<file path="src/rtl/pwm_brightness_sequencer.sv">
// Duty-word sequencer for the PWM dimmer: static level, manual up/down, or breathe ramp, paced by a step-tick divider.
// Latency: w changes on the clock edge that ends a step_tick cycle; no backpressure (en=0 freezes w and clears the divider).
module pwm_brightness_sequencer #(
    parameter int W          = 4,
    parameter int TICK_DIV   = 500000,
    parameter int HOLD_STEPS = 8
) (
    input  logic         clk,
    input  logic         rst_n,
    input  logic         en,
    input  logic [1:0]   mode,
    input  logic [W-1:0] level_in,
    input  logic         up_pulse,
    input  logic         dn_pulse,
    output logic [W-1:0] w,
    output logic         step_tick,
    output logic [1:0]   phase
);
    localparam int TW = $clog2(TICK_DIV);
    localparam int HW = (HOLD_STEPS > 1) ? $clog2(HOLD_STEPS) : 1;
    localparam logic [W-1:0] WMAX = '1;

    typedef enum logic [1:0] {
        RISE    = 2'b00,
        HOLD_HI = 2'b01,
        FALL    = 2'b10,
        HOLD_LO = 2'b11
    } phase_t;

    phase_t          state, state_nxt;
    logic [TW-1:0]   tick_cnt;
    logic [HW-1:0]   hold_cnt, hold_nxt;
    logic [W-1:0]    w_nxt, w_inc, w_dec;
    logic            up_pend, up_nxt, dn_pend, dn_nxt;
    logic            in_brth, in_brth_nxt;
    logic            is_man, is_brth;

    assign is_man  = (mode == 2'b10);
    assign is_brth = (mode == 2'b01);
    assign w_inc   = (w == WMAX) ? w : w + 1'b1;
    assign w_dec   = (w == '0)   ? w : w - 1'b1;
    assign phase   = state;

    always_ff @(posedge clk or negedge rst_n) begin
        if (!rst_n) begin
            tick_cnt  <= '0;
            step_tick <= 1'b0;
        end else if (!en) begin
            tick_cnt  <= '0;
            step_tick <= 1'b0;
        end else begin
            step_tick <= (tick_cnt == TW'(TICK_DIV - 1));
            tick_cnt  <= (tick_cnt == TW'(TICK_DIV - 1)) ? '0 : tick_cnt + 1'b1;
        end
    end

    always_comb begin
        state_nxt   = state;
        hold_nxt    = hold_cnt;
        w_nxt       = w;
        up_nxt      = up_pend;
        dn_nxt      = dn_pend;
        in_brth_nxt = in_brth;
        if (en) begin
            in_brth_nxt = is_brth;
            if (!is_man) begin
                up_nxt = 1'b0;
                dn_nxt = 1'b0;
            end else begin
                // A pulse landing in the tick cycle itself is consumed by that tick.
                up_nxt = up_pend | up_pulse;
                dn_nxt = dn_pend | dn_pulse;
                if (step_tick) begin
                    if (up_nxt && !dn_nxt)
                        w_nxt = w_inc;
                    else if (dn_nxt && !up_nxt)
                        w_nxt = w_dec;
                    up_nxt = 1'b0;
                    dn_nxt = 1'b0;
                end
            end

            if (is_brth && !in_brth) begin
                state_nxt = (w == WMAX) ? HOLD_HI : RISE;
                hold_nxt  = '0;
            end else if (is_brth && step_tick) begin
                case (state)
                    RISE: begin
                        w_nxt = w_inc;
                        if (w_inc == WMAX) begin
                            state_nxt = HOLD_HI;
                            hold_nxt  = '0;
                        end
                    end
                    HOLD_HI: begin
                        if (hold_cnt == HW'(HOLD_STEPS - 1))
                            state_nxt = FALL;
                        else
                            hold_nxt = hold_cnt + 1'b1;
                    end
                    FALL: begin
                        w_nxt = w_dec;
                        if (w_dec == '0) begin
                            state_nxt = HOLD_LO;
                            hold_nxt  = '0;
                        end
                    end
                    default: begin
                        if (hold_cnt == HW'(HOLD_STEPS - 1))
                            state_nxt = RISE;
                        else
                            hold_nxt = hold_cnt + 1'b1;
                    end
                endcase
            end else if (!is_brth && !is_man && step_tick) begin
                w_nxt = level_in;
            end
        end
    end

    always_ff @(posedge clk or negedge rst_n) begin
        if (!rst_n) begin
            state    <= RISE;
            hold_cnt <= '0;
            w        <= '0;
            up_pend  <= 1'b0;
            dn_pend  <= 1'b0;
            in_brth  <= 1'b0;
        end else begin
            state    <= state_nxt;
            hold_cnt <= hold_nxt;
            w        <= w_nxt;
            up_pend  <= up_nxt;
            dn_pend  <= dn_nxt;
            in_brth  <= in_brth_nxt;
        end
    end
endmodule

</file>
<file path="config.mk">
export PLATFORM = sky130hd
export DESIGN_NAME = pwm_brightness_sequencer
export DESIGN_NICKNAME = d
export VERILOG_FILES = /design/src/rtl/pwm_brightness_sequencer.sv
export SDC_FILE = /design/constraint.sdc
export NUM_CORES = 1
export LEC_CHECK = 0
export CORE_MARGIN = 5
export CORE_UTILIZATION = 40
export CTS_CLUSTER_DIAMETER = 50
export DETAILED_ROUTE_END_ITERATION = 16
export GPL_TIMING_DRIVEN = 0
export PLACE_DENSITY = 0.57
export SLEW_MARGIN = 10
export SYNTH_ARGS = -nofsm -noshare
export SYNTH_HDL_FRONTEND = slang
export SYNTH_SLANG_ARGS = --single-unit
export TNS_END_PERCENT = 10
</file>
<file path="constraint.sdc">
create_clock -name clk -period 2.5 [get_ports clk]
set_input_delay 0.5 -clock clk [delete_from_list [all_inputs] [get_ports clk]]
set_output_delay 0.5 -clock clk [all_outputs]
set_load 0.005 [all_outputs]
</file>
* Yosys cells after proc, flatten, opt, wreduce, memory -nomap -nowiden
Cells that the tools add are included.
Widths: inputs -> output; s select.
** Word-level totals
- Register bits :: 32
- Input port bits :: 11
- Output and inout port bits :: 7
- Logic and storage cells :: 75
** Cells by class
- Add/subtract/negate cells :: 4
- Equal/unequal tests :: 12
- Muxes and demuxes :: 31
- Bitwise logic cells :: 2
- Reductions and logical operators :: 18
** Operators with widths (count)
- $mux 19 :: 2
- $mux 4 :: 9
- $add 19x1->19 const B :: 1
- $eq 19x19->1 const B :: 1
- $mux 3 :: 5
- $mux 2 :: 6
- $ne 3x3->1 const B :: 3
- $eq 4x4->1 const B :: 2
- $logic_not 4->1 :: 2
- $pmux 4 s2 :: 1
- $logic_and 1x1->1 :: 6
- $mux 1 :: 6
- $pmux 2 s3 :: 1
- $pmux 3 s2 :: 1
- $reduce_and 6->1 :: 1
- $logic_not 1->1 :: 5
- $reduce_and 5->1 :: 1
- $add 4x1->4 const B :: 1
- $eq 2x1->1 const B :: 2
- $eq 2x2->1 const B :: 2
- $ne 4x2->1 const B :: 1
- $reduce_bool 4->1 :: 1
- $sub 4x1->4 const B :: 1
- $add 3x1->3 const B :: 1
- 4 further kinds :: 5

* Logic depth before layout (Yosys ltp)
- Depth after elaboration :: 10
- Gate-level depth with buffers :: 8
- Depth with buffers taken out :: 7

* Least setup slack after synthesis
No wires, ideal clock.
- Path type :: register -> register
- From :: reg w[0]
- To :: reg hold_cnt[0]
- Setup time :: 125 ps
- Data arrival time :: 2130 ps
- Required time :: 2375 ps
- Slack :: 245 ps
- Stages on the path, launching flop included :: 9
- Path buffers :: 1
- Clock period less this slack :: 2255 ps
- Path through :: dfrtp_1 > buf_2 > inv_1 > ha_1 > or3b_1 > a21boi_0 > o211ai_1 > a21o_1 > mux2_4
** Between the ends
- Longest elaborated chain between the ends :: 5
- Elaborated cells between the ends (all ways) :: 11
- Classes of those cells :: add/sub (2); eq/ne (4); mux (2); reduce/logical (3)
** Ends and longest elaborated chain
- from (decl) :: RTL line 15 : output logic [W-1:0] w,
- from (signal assigned) :: RTL line 132 : w <= w_nxt;
- $add 4x1->4, or another cell as far along :: RTL line 40 : assign w_inc = (w == WMAX) ? w : w + 1'b1;
- $mux 4, on equally long branches :: RTL line 40, 41
- $eq 4x4->1 or $logic_not 4->1 (tied branches) :: RTL line 90, 103
- $ne 3x3->1 (no source line)
- $reduce_and 5->1 (no source line) *
- to (signal assigned) :: RTL line 131 : hold_cnt <= hold_nxt;
- to (decl) :: RTL line 32 : logic [HW-1:0] hold_cnt, hold_nxt;
Every way passes the cells marked *; elsewhere a longest branch is shown, timed or not.
A chain may end at the register's enable or synchronous reset.

* Worst setup path after layout
Ends and elaborated chain as after synthesis.

==> results summary <==
The run finished with clean final reports. Of the total power, registers draw 0.426. The worst hold path belongs to the class in2async. The clock tree synthesis step divided the H-tree into 2 levels. The number of placed instances, taps included, is 325. The total count of hold-check failures in the final report is 0. Of the total power, the clock network draws 0.304. The synthesized design spends more area on one cell type than any other, namely dfrtp_1.

The setup check on the worst reg-to-reg path leaves a slack of 110 ps. The finished cells cover 2470 µm². The launch point of the critical path is w[0]. In this run the static leakage power is 0.984 nW. The detailed-routed wire length on met3 is 247 µm.

Power spread over the standard cell area amounts to between 500 and 600 nW/µm². The routability-driven placement congestion ratio came out at 0.925. The sum of routed wire segments on met1 is around 2400 µm. Global routing finished with a remaining overflow of 0.

The required time reported for the critical path endpoint came out at roughly 2700 ps. The average via count per standard cell is ~5.5. The global-route wire length before repair came out at roughly 8400 µm. The worst register-to-register path begins at w[0]. The combinational share of power is 0.270. The share of cells above drive strength 1 is 0.0954. By count the netlist is led by nor2_1 (33), dfrtp_1 (32).

For this run, the number of standard cells in the final layout without fillers is ~330. The tree is rooted in a clkbuf_8. In this run the cell area measured after placement is 2370 µm². The highest achievable clock rate is 418 MHz. The DRC violation total after the first TritonRoute iteration is 120.

The clock tree from TritonCTS is built. The sum of routed wire length over all layers is 4870 µm. The classification of the worst setup path is reg2reg. In this run the power spent charging and discharging nets is ~0.43 mW.

The tree built by TritonCTS fans out to 32 sinks. Following the worst setup path forward leads to its endpoint at hold_cnt[0]. Among all flip-flop cells after synthesis, the most frequent one is dfrtp_1.

The final count of pins violating max slew is 0. Data arrives at the worst endpoint at 2570 ps. The number of primary I/O pins is 18. The nature of the critical path startpoint is a flop.

The width of the chip is 82.8 µm. The overall die height is around 83 µm. In this run the deepest clock path goes through 2 buffers. Buffers placed on the I/O ports in this run total 17. The number of unique standard cell types used by synthesis is 54. The placed wire-length estimate is 3540 µm.

After synthesis, the cell types taking the most area are dfrtp_1 (38%), ha_1 (5.9%), nor2_1 (5.8%). The insertion delay to the later sink of the worst-skew pair is a little under 300 ps. The number of antenna-violating nets in the routed design came out at 0. The number of nets in the layout is 282.

The number of antenna violations at the first check in global routing is 0. The fraction of synthesized cell area taken by the top area cell type is 0.378. The slew at the pin with the worst max-slew slack is 741 ps. The summed instance area of the synthesized netlist is 2120 µm². The slack of the critical path came out at 107 ps. The number of buffers inserted by hold repair at cts is 0. The worst setup path is captured at a flop. The number of placement rows came out at 26. The sum of met2 wire segment lengths after detailed routing is about 2100 µm.

The final cycle utilization of the critical path came out at 0.957. The count of endpoints failing setup in the final report came out at 0. Of the total power, the share spent switching nets is 0.328. Max-cap violations in this run came to 0. The number of synthesized flops with an enable pin came out at 0. The number of warnings issued by yosys is 0. The number of remaining DRC errors is 0. The minimum period implied by the final worst setup slack is 2390 ps. The number of flip-flops and latches in the synthesized netlist is 32. Dividing the synthesized area by the synthesized cell count gives 8.91 µm². The cell-internal power is 0.888 mW.

Across every metal layer, demand over resource in global routing totals 0.150. The total via count after detailed routing is 1821. In this run the critical register-to-register path is captured at hold_cnt[0]. Headroom to the max-slew limit came out at 0.506. The first-pass detailed-route iteration total is 4. For this configuration, the core starts out at a cell density of 0.413.

The largest net degree at the start of global routing is 33. Setup repair after global routing left no endpoint under its margin. The region available for standard cell placement spans 5140 µm². The logic depth of the worst register-to-register path is 8.

The average detailed-routed wire length per instance came out at between 10 and 15 µm. The area growth from synthesis to layout is 16.3%. The final setup skew is 8.33 ps. The post-synth net total is 259. The highest metal layer carrying signal wires in the routed design is met4. Of all nets on the critical path, the largest fanout is 10. The share of synthesized flip-flops with an asynchronous set or reset is 1.00. The die covers approximately 6900 µm². IR analysis of the VDD net gives a maximum drop of 0.283 mV. The number of global-route vias before repair is 1698. The number of buffers created by CTS is 5. Counting every instance in the synthesized netlist gives about 240. Timing analysis after detailed placement gives a worst setup slack of -192 ps. Clock-pin slew was measured on the worst setup and hold paths at approximately 80 ps.

Among all cell types in the netlist, the one instantiated most often is nor2_1. The antenna diode instance count came out at 0. The sequential share of the synthesized area is 0.378.
## stage by stage
step | utilization | power (mW) | TNS, ps | hold slack (ps)
6_report | 0.480 | 1.32 | 0 | 268
3_3_place_gp | 0.463 | 0.925 | -505 | 496
4_1_cts | 0.479 | 1.33 | 0 | 291
2_1_floorplan | - | 0.804 | 0 | 204
5_1_grt | 0.480 | 1.41 | 0 | 322
3_5_place_dp | 0.462 | 0.919 | -605 | 496
## flip-flops by register name (all words and copies together) (netlist names)
signal	count
dn_pend	1
hold_cnt	3
in_brth	1
phase	2
step_tick	1
tick_cnt	19
up_pend	1
w	4
## layer usage
layer / track usage / vias to the layer above
met4: 0.0594 / 0
li1: - / 908
met3: 0.0416 / 11
met5: 0 / -
met2: 0.215 / 40
met1: 0.211 / 862
## cells by family after synthesis
group | synth area share
xor gates and xnor gates | 0.0702
and+or+nand+nor | 0.251
AOI/OAI and AO/OA | 0.166
adders and majority gates | 0.0590
DFF | 0.378
buffers and inverters | 0.0437
muxes | 0.0319
## area by class of cell
class | instances | area [µm²]
Buffer | 8 | 38.8
Multi-Input combinational cell | 183 | 1230
Inverter | 14 | 52.6
Clock inverter | 3 | 18.8
Fill cell | 518 | 2670
Tap cell | 70 | 87.6
Timing Repair Buffer | 17 | 165
Clock buffer | 5 | 68.8
Sequential cell | 32 | 802
## power groups by stage
stage	Clock (mW)	Sequential (mW)	Combinational (mW)
after floorplan	0	0.569	0.235
after global placement	0	0.573	0.352
after detailed placement	0	0.573	0.346
after CTS	0.419	0.563	0.351
after global routing	0.446	0.568	0.398
final	0.401	0.564	0.357
## repair_timing
item                       in CTS  in global routing
setup buffers                   0                  0
setup endpoints to repair       4                  4
resized for setup               2                  3
## critical path: stages (launching register included)
cell and delay, ps:
dfrtp_1 410, buf_4 190, inv_1 120, ha_2 270, or3b_4 450, o311ai_4 230, o21ai_2 130, a21o_1 210
mux2_4 260
## worst min path at each step
| stage | endpoint | start |
|---|---|---|
| after floorplan | dn_pend | rst_n |
| after CTS | tick_cnt[5] | rst_n |
| final | tick_cnt[5] | rst_n |
| after detailed placement | hold_cnt[1] | hold_cnt[1] |
| after global routing | tick_cnt[5] | rst_n |
| after global placement | hold_cnt[1] | hold_cnt[1] |
## cells in the final DEF (no fill, tap or decap), types with 5 or more instances in the layout
master | netlist | final
xnor2_1 | 14 | 14
nor4_1 | 10 | 10
a21oi_1 | 7 | 7
nor3_1 | 7 | 7
ha_1 | 10 | 9
dfrtp_1 | 32 | 31
nand2_1 | 14 | 14
inv_1 | 14 | 14
nand3_1 | 14 | 14
nand4_1 | 5 | 5
clkdlybuf4s50_1 | 0 | 16
o21ai_0 | 7 | 7
clkbuf_8 | 0 | 5
nor2_1 | 33 | 33
Power figures use the tool's default switching activity.
